==> src/rtl/huc_mem_seq.sv <==
// huc_mem_seq: sequences HuCard mapper ROM/RAM requests onto one shared
// 8-bit asynchronous SRAM bus with setup / strobe / hold timing.
// ROM occupies the bottom of the device; cart RAM sits at RAM_BASE.
module huc_mem_seq #(
    parameter int unsigned T_ACC    = 4,
    parameter int unsigned T_WR     = 3,
    parameter logic [21:0] RAM_BASE = 22'h100000
) (
    input  logic        clk,
    input  logic        rst_n,
    input  logic        rom_ce,
    input  logic        rom_oe,
    input  logic [19:0] rom_addr,
    input  logic        ram_ce,
    input  logic        ram_oe,
    input  logic        ram_we,
    input  logic [17:0] ram_addr,
    input  logic [7:0]  ram_dati,
    output logic [7:0]  rom_dato,
    output logic [7:0]  ram_dato,
    output logic        busy,
    output logic [21:0] mem_addr,
    output logic [7:0]  mem_dq_o,
    output logic        mem_dq_oe,
    input  logic [7:0]  mem_dq_i,
    output logic        mem_ce_n,
    output logic        mem_oe_n,
    output logic        mem_we_n
);

    localparam logic [1:0] ST_IDLE   = 2'd0;
    localparam logic [1:0] ST_SETUP  = 2'd1;
    localparam logic [1:0] ST_STROBE = 2'd2;
    localparam logic [1:0] ST_HOLD   = 2'd3;

    localparam logic [1:0] K_ROM_RD = 2'd0;
    localparam logic [1:0] K_RAM_RD = 2'd1;
    localparam logic [1:0] K_RAM_WR = 2'd2;

    // Strobe counters count down to zero, so load length minus one.
    localparam logic [3:0] ACC_LOAD = 4'(T_ACC - 1);
    localparam logic [3:0] WR_LOAD  = 4'(T_WR - 1);

    logic [1:0]  state_r, state_s;
    logic [3:0]  cnt_r, cnt_s;
    logic [1:0]  kind_r, kind_s;
    logic        rom_prev_r, rd_prev_r, wr_prev_r;
    logic        pend_rom_r, pend_rd_r, pend_wr_r;
    logic        pend_rom_s, pend_rd_s, pend_wr_s;
    logic [19:0] rom_addr_r, rom_addr_s;
    logic [17:0] rd_addr_r, rd_addr_s;
    logic [17:0] wr_addr_r, wr_addr_s;
    logic [7:0]  wr_data_r, wr_data_s;

    logic        rom_req_s, rd_req_s, wr_req_s;
    logic        rom_edge_s, rd_edge_s, wr_edge_s;
    logic        want_rom_s, want_rd_s, want_wr_s, want_any_s;
    logic [1:0]  launch_kind_s;
    logic [21:0] launch_addr_s;

    logic [7:0]  rom_dato_s, ram_dato_s;
    logic        busy_s;
    logic [21:0] mem_addr_s;
    logic [7:0]  mem_dq_o_s;
    logic        mem_dq_oe_s, mem_ce_n_s, mem_oe_n_s, mem_we_n_s;

    // Request detection, merging, arbitration and next-state/output decode.
    always_comb begin
        rom_req_s  = rom_ce & rom_oe;
        rd_req_s   = ram_ce & ram_oe;
        wr_req_s   = ram_ce & ram_we;
        rom_edge_s = rom_req_s & ~rom_prev_r;
        rd_edge_s  = rd_req_s & ~rd_prev_r;
        wr_edge_s  = wr_req_s & ~wr_prev_r;

        // A fresh edge overrides any queued request of the same kind.
        rom_addr_s = rom_edge_s ? rom_addr : rom_addr_r;
        rd_addr_s  = rd_edge_s ? ram_addr : rd_addr_r;
        wr_addr_s  = wr_edge_s ? ram_addr : wr_addr_r;
        wr_data_s  = wr_edge_s ? ram_dati : wr_data_r;

        // Edges are visible in the same cycle so an idle launch costs no extra clock.
        want_rom_s = pend_rom_r | rom_edge_s;
        want_rd_s  = pend_rd_r | rd_edge_s;
        want_wr_s  = pend_wr_r | wr_edge_s;
        want_any_s = want_rom_s | want_rd_s | want_wr_s;

        if (want_rom_s) begin
            launch_kind_s = K_ROM_RD;
        end else if (want_wr_s) begin
            launch_kind_s = K_RAM_WR;
        end else begin
            launch_kind_s = K_RAM_RD;
        end

        case (launch_kind_s)
            K_ROM_RD: launch_addr_s = {2'b00, rom_addr_s};
            K_RAM_WR: launch_addr_s = RAM_BASE + {4'b0000, wr_addr_s};
            default:  launch_addr_s = RAM_BASE + {4'b0000, rd_addr_s};
        endcase

        state_s     = state_r;
        cnt_s       = cnt_r;
        kind_s      = kind_r;
        pend_rom_s  = want_rom_s;
        pend_rd_s   = want_rd_s;
        pend_wr_s   = want_wr_s;
        rom_dato_s  = rom_dato;
        ram_dato_s  = ram_dato;
        mem_addr_s  = mem_addr;
        mem_dq_o_s  = mem_dq_o;
        mem_dq_oe_s = mem_dq_oe;
        mem_ce_n_s  = mem_ce_n;
        mem_oe_n_s  = mem_oe_n;
        mem_we_n_s  = mem_we_n;

        case (state_r)
            ST_IDLE, ST_HOLD: begin
                mem_oe_n_s = 1'b1;
                mem_we_n_s = 1'b1;
                if (want_any_s) begin
                    state_s     = ST_SETUP;
                    kind_s      = launch_kind_s;
                    mem_addr_s  = launch_addr_s;
                    mem_ce_n_s  = 1'b0;
                    mem_dq_oe_s = (launch_kind_s == K_RAM_WR);
                    if (launch_kind_s == K_RAM_WR) begin
                        mem_dq_o_s = wr_data_s;
                        pend_wr_s  = 1'b0;
                    end else if (launch_kind_s == K_ROM_RD) begin
                        pend_rom_s = 1'b0;
                    end else begin
                        pend_rd_s = 1'b0;
                    end
                end else begin
                    state_s     = ST_IDLE;
                    mem_ce_n_s  = 1'b1;
                    mem_dq_oe_s = 1'b0;
                end
            end
            ST_SETUP: begin
                state_s = ST_STROBE;
                if (kind_r == K_RAM_WR) begin
                    cnt_s      = WR_LOAD;
                    mem_we_n_s = 1'b0;
                    mem_oe_n_s = 1'b1;
                end else begin
                    cnt_s      = ACC_LOAD;
                    mem_oe_n_s = 1'b0;
                    mem_we_n_s = 1'b1;
                end
            end
            ST_STROBE: begin
                if (cnt_r == 4'd0) begin
                    state_s    = ST_HOLD;
                    mem_oe_n_s = 1'b1;
                    mem_we_n_s = 1'b1;
                    if (kind_r == K_ROM_RD) begin
                        rom_dato_s = mem_dq_i;
                    end else if (kind_r == K_RAM_RD) begin
                        ram_dato_s = mem_dq_i;
                    end else begin
                        rom_dato_s = rom_dato;
                    end
                end else begin
                    cnt_s = cnt_r - 4'd1;
                end
            end
            default: begin
                state_s     = ST_IDLE;
                mem_ce_n_s  = 1'b1;
                mem_oe_n_s  = 1'b1;
                mem_we_n_s  = 1'b1;
                mem_dq_oe_s = 1'b0;
            end
        endcase

        busy_s = (state_s != ST_IDLE) | pend_rom_s | pend_rd_s | pend_wr_s;
    end

    // State, request queue and registered bus/read-data outputs.
    always_ff @(posedge clk) begin
        if (!rst_n) begin
            state_r    <= ST_IDLE;
            cnt_r      <= 4'd0;
            kind_r     <= K_ROM_RD;
            rom_prev_r <= 1'b0;
            rd_prev_r  <= 1'b0;
            wr_prev_r  <= 1'b0;
            pend_rom_r <= 1'b0;
            pend_rd_r  <= 1'b0;
            pend_wr_r  <= 1'b0;
            rom_addr_r <= 20'd0;
            rd_addr_r  <= 18'd0;
            wr_addr_r  <= 18'd0;
            wr_data_r  <= 8'd0;
            rom_dato   <= 8'hFF;
            ram_dato   <= 8'hFF;
            busy       <= 1'b0;
            mem_addr   <= 22'd0;
            mem_dq_o   <= 8'd0;
            mem_dq_oe  <= 1'b0;
            mem_ce_n   <= 1'b1;
            mem_oe_n   <= 1'b1;
            mem_we_n   <= 1'b1;
        end else begin
            state_r    <= state_s;
            cnt_r      <= cnt_s;
            kind_r     <= kind_s;
            rom_prev_r <= rom_req_s;
            rd_prev_r  <= rd_req_s;
            wr_prev_r  <= wr_req_s;
            pend_rom_r <= pend_rom_s;
            pend_rd_r  <= pend_rd_s;
            pend_wr_r  <= pend_wr_s;
            rom_addr_r <= rom_addr_s;
            rd_addr_r  <= rd_addr_s;
            wr_addr_r  <= wr_addr_s;
            wr_data_r  <= wr_data_s;
            rom_dato   <= rom_dato_s;
            ram_dato   <= ram_dato_s;
            busy       <= busy_s;
            mem_addr   <= mem_addr_s;
            mem_dq_o   <= mem_dq_o_s;
            mem_dq_oe  <= mem_dq_oe_s;
            mem_ce_n   <= mem_ce_n_s;
            mem_oe_n   <= mem_oe_n_s;
            mem_we_n   <= mem_we_n_s;
        end
    end

endmodule

==> config.mk <==
export PLATFORM = sky130hd
export DESIGN_NAME = huc_mem_seq
export DESIGN_NICKNAME = d
export VERILOG_FILES = /design/src/rtl/huc_mem_seq.sv
export SDC_FILE = /design/constraint.sdc
export NUM_CORES = 1
export LEC_CHECK = 0
export ABC_AREA = 1
export CAP_MARGIN = 20
export CORE_MARGIN = 2
export CORE_UTILIZATION = 55
export DETAILED_ROUTE_END_ITERATION = 10
export GPL_TIMING_DRIVEN = 0
export PLACE_DENSITY = 0.86
export SKIP_LAST_GASP = 1
export SLEW_MARGIN = 40
export SYNTH_ARGS = -nofsm -noshare
export SYNTH_HDL_FRONTEND = slang
export SYNTH_SLANG_ARGS = --single-unit
==> constraint.sdc <==
create_clock -name clk -period 3.2 [get_ports clk]
set_clock_uncertainty 0.15 [all_clocks]
set_input_delay 0.32 -clock clk [delete_from_list [all_inputs] [get_ports clk]]
set_output_delay 0.32 -clock clk [all_outputs]
set_load 0.03 [all_outputs]
; After elaboration in Yosys (flattened, before gate mapping)
; Index checks and enable logic that the tools add are counted.
; Widths: inputs -> output; s select.
[classes]
n_addsub = 3
eq_ne = 8
mux = 31
bitwise = 18
reduce_logical = 12
[ops]
columns = op, n
row1 = $add 21x18->22 const A, 2
row2 = $pmux 22 s2, 1
row3 = $mux 18, 2
row4 = $mux 20, 1
row5 = $mux 1, 18
row6 = $eq 2x2->1 const B, 4
row7 = $mux 8, 1
row8 = $or 1x1->1, 8
row9 = $pmux 4 s2, 1
row10 = $and 1x1->1, 6
row11 = $logic_not 2->1, 3
row12 = $mux 2, 3
row13 = $pmux 1 s3, 2
row14 = $pmux 2 s3, 1
row15 = $reduce_and 3->1, 2
row16 = $eq 2x1->1 const B, 2
row17 = $logic_not 4->1, 1
row18 = $mux 4, 1
row19 = $ne 2x2->1 const B, 2
row20 = $not 1->1, 4
row21 = $reduce_and 2->1, 2
row22 = $reduce_and 4->1, 1
row23 = $reduce_bool 2->1, 2
row24 = $sub 4x1->4 const B, 1
row25 = $reduce_or 2->1, 1
[totals]
register_bits = 129
elab_cells = 94

; Depth between registers and ports, before layout
[depth]
ltp_word = 13
depth_mapped = 10
ltp_nobuf = 9

; Worst setup path before layout
; No wires, ideal clock.
[synth_path]
path_type = register to register
startpoint = register state_r[0]
endpoint = register mem_dq_o[5]
t_arrival_ns = 1.473
t_required_ns = 2.937
slack_ns = 1.463
stages_incl_launch_ff = 11
path_buffers = 1
period_less_slack_ns = 1.737
path_cell_list = dfxtp_1 -> inv_1 -> ha_1 -> inv_1 -> nor2_1 -> nand2_1 -> inv_2 -> buf_2 -> nand2_1 -> nand2_1 -> nor2_1
[synth_between]
elab_chain_cells = 3
[synth_lines]
columns = item, line_no
row1 = from (decl), 44  ; logic [1:0] state_r, state_s;
row2 = from (signal assigned), 207  ; state_r <= state_s;
row3 = $eq 2x2->1 or $logic_not 2->1 (tied branches), 117  ; case (state_r)
row4 = $reduce_or 2->1 (*), 117
row5 = $reduce_and 3->1 (no source line) (*), n/a
row6 = to (signal assigned), 224  ; mem_dq_o <= mem_dq_o_s;
row7 = to (decl), 23  ; output logic [7:0] mem_dq_o,
; Every way passes the cells marked *; elsewhere a longest branch is shown, timed or not.
; A chain may end at the register's enable or synchronous reset.

; Worst setup path after layout
[layout_path]
startpoint = register state_r[0]
endpoint = register mem_dq_o[6]
; The elaborated chain is that of the path after synthesis.

==> key figures <==
Final layout
  • Area growth syn-to-layout: 32.68%
  • Post-Layout Inst Area: 0.007341 sq mm
  • Combined area of the multi-input logic cells: 0.002342 sq mm
  • Reg area: 0.002562 sq mm
  • # fillers: 727
  • Count of non-filler cells in the finished layout: 1088
  • Layout cells sized above 1: 7.652%
  • Final net count: 1006

Setup path
  • Delay of the slowest cell on the worst path: 0.44 ns
  • Crit start category: register
  • Worst EP required: 3.47 ns
  • Critical R2R Capture: mem_dq_o[6]
  • Critical path data arrival time: 2.40 ns
  • Critical setup path kind: reg2reg
  • Source of the worst register-to-register timing path: state_r[0]
  • Top fanout value on the critical path: 10
  • Endpoint class of the critical path: register
  • CP max stage cell: sky130_fd_sc_hd__ha_1
  • Series of cell instances along the critical path: inv_1 > ha_1 > inv_1 > nor2_1 > nand2_1 > inv_2 > buf_2 > nand2_1 > nand2_1 > nor2_1
  • Startpoint of the worst setup timing path: state_r[0]
  • Capture point of the critical path: mem_dq_o[6]
  • Critical Path Most Common Cell: sky130_fd_sc_hd__nand2_1
  • FF-to-FF path depth: 10
  • Setup slack on the worst flop-to-flop path: 1.07 ns

Logic synthesis
  • Area contributors post-synth: sky130_fd_sc_hd__dfxtp_1 (46%), sky130_fd_sc_hd__nand2_1 (19%), sky130_fd_sc_hd__inv_1 (7.6%)
  • Asr flop ratio synth: 0%
  • Count of warnings emitted by yosys: 0
  • Top cell type's share of synthesized area: 46.31%
  • Syn Std Cell Area: 0.005533 sq mm
  • Largest area contributor in the synthesized netlist: sky130_fd_sc_hd__dfxtp_1
  • Post-Syn Nets: 878
  • Prevailing post-synth register cell: sky130_fd_sc_hd__dfxtp_1
  • Synthesis-stage register bit count: 128
  • Number of standard cells after synthesis: 813
  • Number of synthesized flops with an enable pin: 0
  • Synth cell types: 31
  • Post-Syn Area per Cell: 6.805 sq um
  • Sequential area share after synthesis: 46.31%

Placement
  • Detailed Place HPWL: 9922 microns
  • Total placed cells including tap cells: 1055
  • Global placer's final weighted congestion: 0.8595
  • Placement Setup Slack: 0.9472 ns
  • Port buffer count: 109
  • Instance area after placement: 0.006790 sq mm

Flow run
  • Number of maximum-capacitance violations: 0

Timing
  • Unrepaired setup endpoints after global routing: false
  • Slew at the pin closest to its max-slew limit: 0.6112 ns
  • F_max: 469.6 MHz
  • Max Transition Viols Final: 0
  • Final-report setup violation count: 0
  • Worst relative slew slack: 59.25%
  • Final Hold Viols: 0
  • Total negative slack: 0 ns
  • Portion of the clock cycle consumed by the worst path in the final layout: 66.55%
  • Post-route worst setup slack: 1.071 ns
  • Final critical path time including I/O delays and setup: 2.129 ns

Global routing
  • Global-route wire length before repair: 24090 microns
  • Initial antenna violation count: 1
  • GRT Residual Overflow: 0
  • Global Route Usage Sum: 27.69%
  • Maximum number of pins on one net before global-route repair: 17
  • Via count of the first global-routing pass: 5175

Detailed routing
  • Vias post-DR: 5386
  • Initial drt markers: 302
  • Total wire length: 14370 microns
  • DR vias/cell: 4.950
  • Final antenna-violating net count: 0
  • Met1 Wirelength: 6000 microns
  • Top routing layer used: met4
  • Number of detailed-route iterations in the first pass: 5
  • Detailed route wirelength on metal3: 961 microns
  • Met2 layer wire length in the routed design: 6884 microns
  • DRC violations left: 0
  • Per-cell routed wire length: 13.21 microns

Clock network
  • Post-CTS Resized: 0
  • CTS hold repair buffers: 0
  • CTS H-tree depth: 4
  • # Post-CTS Setup Buffers: 0
  • Number of sinks handled by clock tree synthesis: 128
  • Clock latency reported for the late side of the worst-skew pair: 0.53 ns
  • TritonCTS clock tree: done
  • Reg clk slew, reported paths: 0.06 ns
  • Clock buffer count from CTS: 17
  • Maximum buffer depth of the clock tree: 2
  • Root buffer cell: sky130_fd_sc_hd__clkbuf_8

Floorplan
  • Rows: 36
  • Die Wd: 104.3 microns
  • Core region area: 0.009774 sq mm
  • DIE AREA: 0.01088 sq mm
  • Initial standard-cell utilization of the core: 56.61%
  • Number of primary I/O pins: 112
  • Y dimension of the die: 104.3 microns

Power
  • P per Cell Area: 827.9 mW/mm^2
  • Leakage: 3.439 nW
  • Worst ir drop on vdd: 523.2 uV

Min path
  • Min-Delay Path Class: in2reg

Outcome
  • Status: completed
-- through the flow --
step / hold WS [ns] / util, % / power (W)
finish: 0.04360 / 75.10 / 0.006077
CTS: 0.03056 / 75.08 / 0.006069
global placement: 0.2868 / 69.47 / 0.004204
global route: 0.1110 / 75.10 / 0.006409
detailed placement: 0.2922 / 69.47 / 0.004275
floorplan: 0.2838 / - / 0.003504
-- per-layer routing --
metal / vias to the layer above / GRT usage [%]
met2: 221 / 46.31
met1: 2402 / 32.89
li1: 2720 / -
met4: 0 / 14.29
met3: 43 / 6.767
met5: - / 0
-- Yosys cell counts (6+ instances only) --
master	n
sky130_fd_sc_hd__a21oi_1	27
sky130_fd_sc_hd__buf_2	10
sky130_fd_sc_hd__buf_6	6
sky130_fd_sc_hd__clkbuf_1	11
sky130_fd_sc_hd__dfxtp_1	128
sky130_fd_sc_hd__inv_1	112
sky130_fd_sc_hd__nand2_1	276
sky130_fd_sc_hd__nand3_1	61
sky130_fd_sc_hd__nor2_1	104
sky130_fd_sc_hd__o21ai_0	22
sky130_fd_sc_hd__o21ai_1	9
-- flip-flops by register name (all words and copies together), names as in the netlist, 2 cells and up --
register and flops:
rd_addr_r 18, mem_addr 21, wr_addr_r 18, mem_dq_o 8, kind_r 2, cnt_r 4
ram_dato 8, state_r 2, rom_dato 8, wr_data_r 8, rom_addr_r 20
-- report_power, final --
part	total, W	switching, W	internal (W)
Combinational	0.00225	0.00140	0.000854
Sequential	0.00205	0.000154	0.00189
Clock	0.00178	0.000747	0.00103
-- layout by cell type (no fill, tap or decap), drive strengths merged, types with 3 or more instances in the layout --
| cell | synthesis | layout |
|---|---|---|
| clkinv | 1 | 8 |
| or2 | 8 | 8 |
| a21oi | 27 | 27 |
| nand3 | 64 | 64 |
| clkdlybuf4s50 | 0 | 109 |
| inv | 113 | 117 |
| clkinvlp | 0 | 3 |
| nor3 | 5 | 5 |
| clkbuf | 11 | 28 |
| o21ai | 31 | 31 |
| ha | 4 | 4 |
| dfxtp | 128 | 128 |
| nor2 | 110 | 110 |
| buf | 24 | 24 |
| nand2 | 282 | 282 |
-- worst min path at each step --
stage / start / to / slack [ns] / cells after the start
after floorplan: rom_oe / rom_prev_r / 0.28 / 2
after global placement: rom_dato[6] / rom_dato[6] / 0.29 / 2
after detailed placement: ram_dato[3] / ram_dato[3] / 0.29 / 2
after CTS: rst_n / rom_addr_r[18] / 0.03 / 3
after global routing: rst_n / state_r[1] / 0.11 / 3
final: rst_n / rom_addr_r[18] / 0.04 / 3
-- final cells by class --
cell class	count	area share, %
Clock inverter	15	1.824
Timing Repair Buffer	109	14.86
Inverter	114	5.829
Sequential cell	128	34.91
Tap cell	133	2.267
Antenna cell	1	0.03409
Multi-Input combinational cell	536	31.91
Buffer	35	2.727
Clock buffer	17	5.642
-- kinds of logic after synthesis --
family / Yosys count / share of synthesized area, %
DFF: 128 / 46.31
buffers and inverters: 149 / 11.35
adders and majority gates: 4 / 0.9046
other: 1 / 0.06778
AOI/OAI and AO/OA: 60 / 5.495
xor gates and xnor gates: 1 / 0.1583
and+or+nand+nor: 470 / 35.71
-- worst max-delay path, delay by kind of cell, from the launching register on --
kind          cells  cell delay, ns
buf+inv           4            0.58
simple gates      5            0.49
fa+ha+maj         1            0.44
flops             1            0.37
Note: power is estimated with default switching activity, not from simulation.
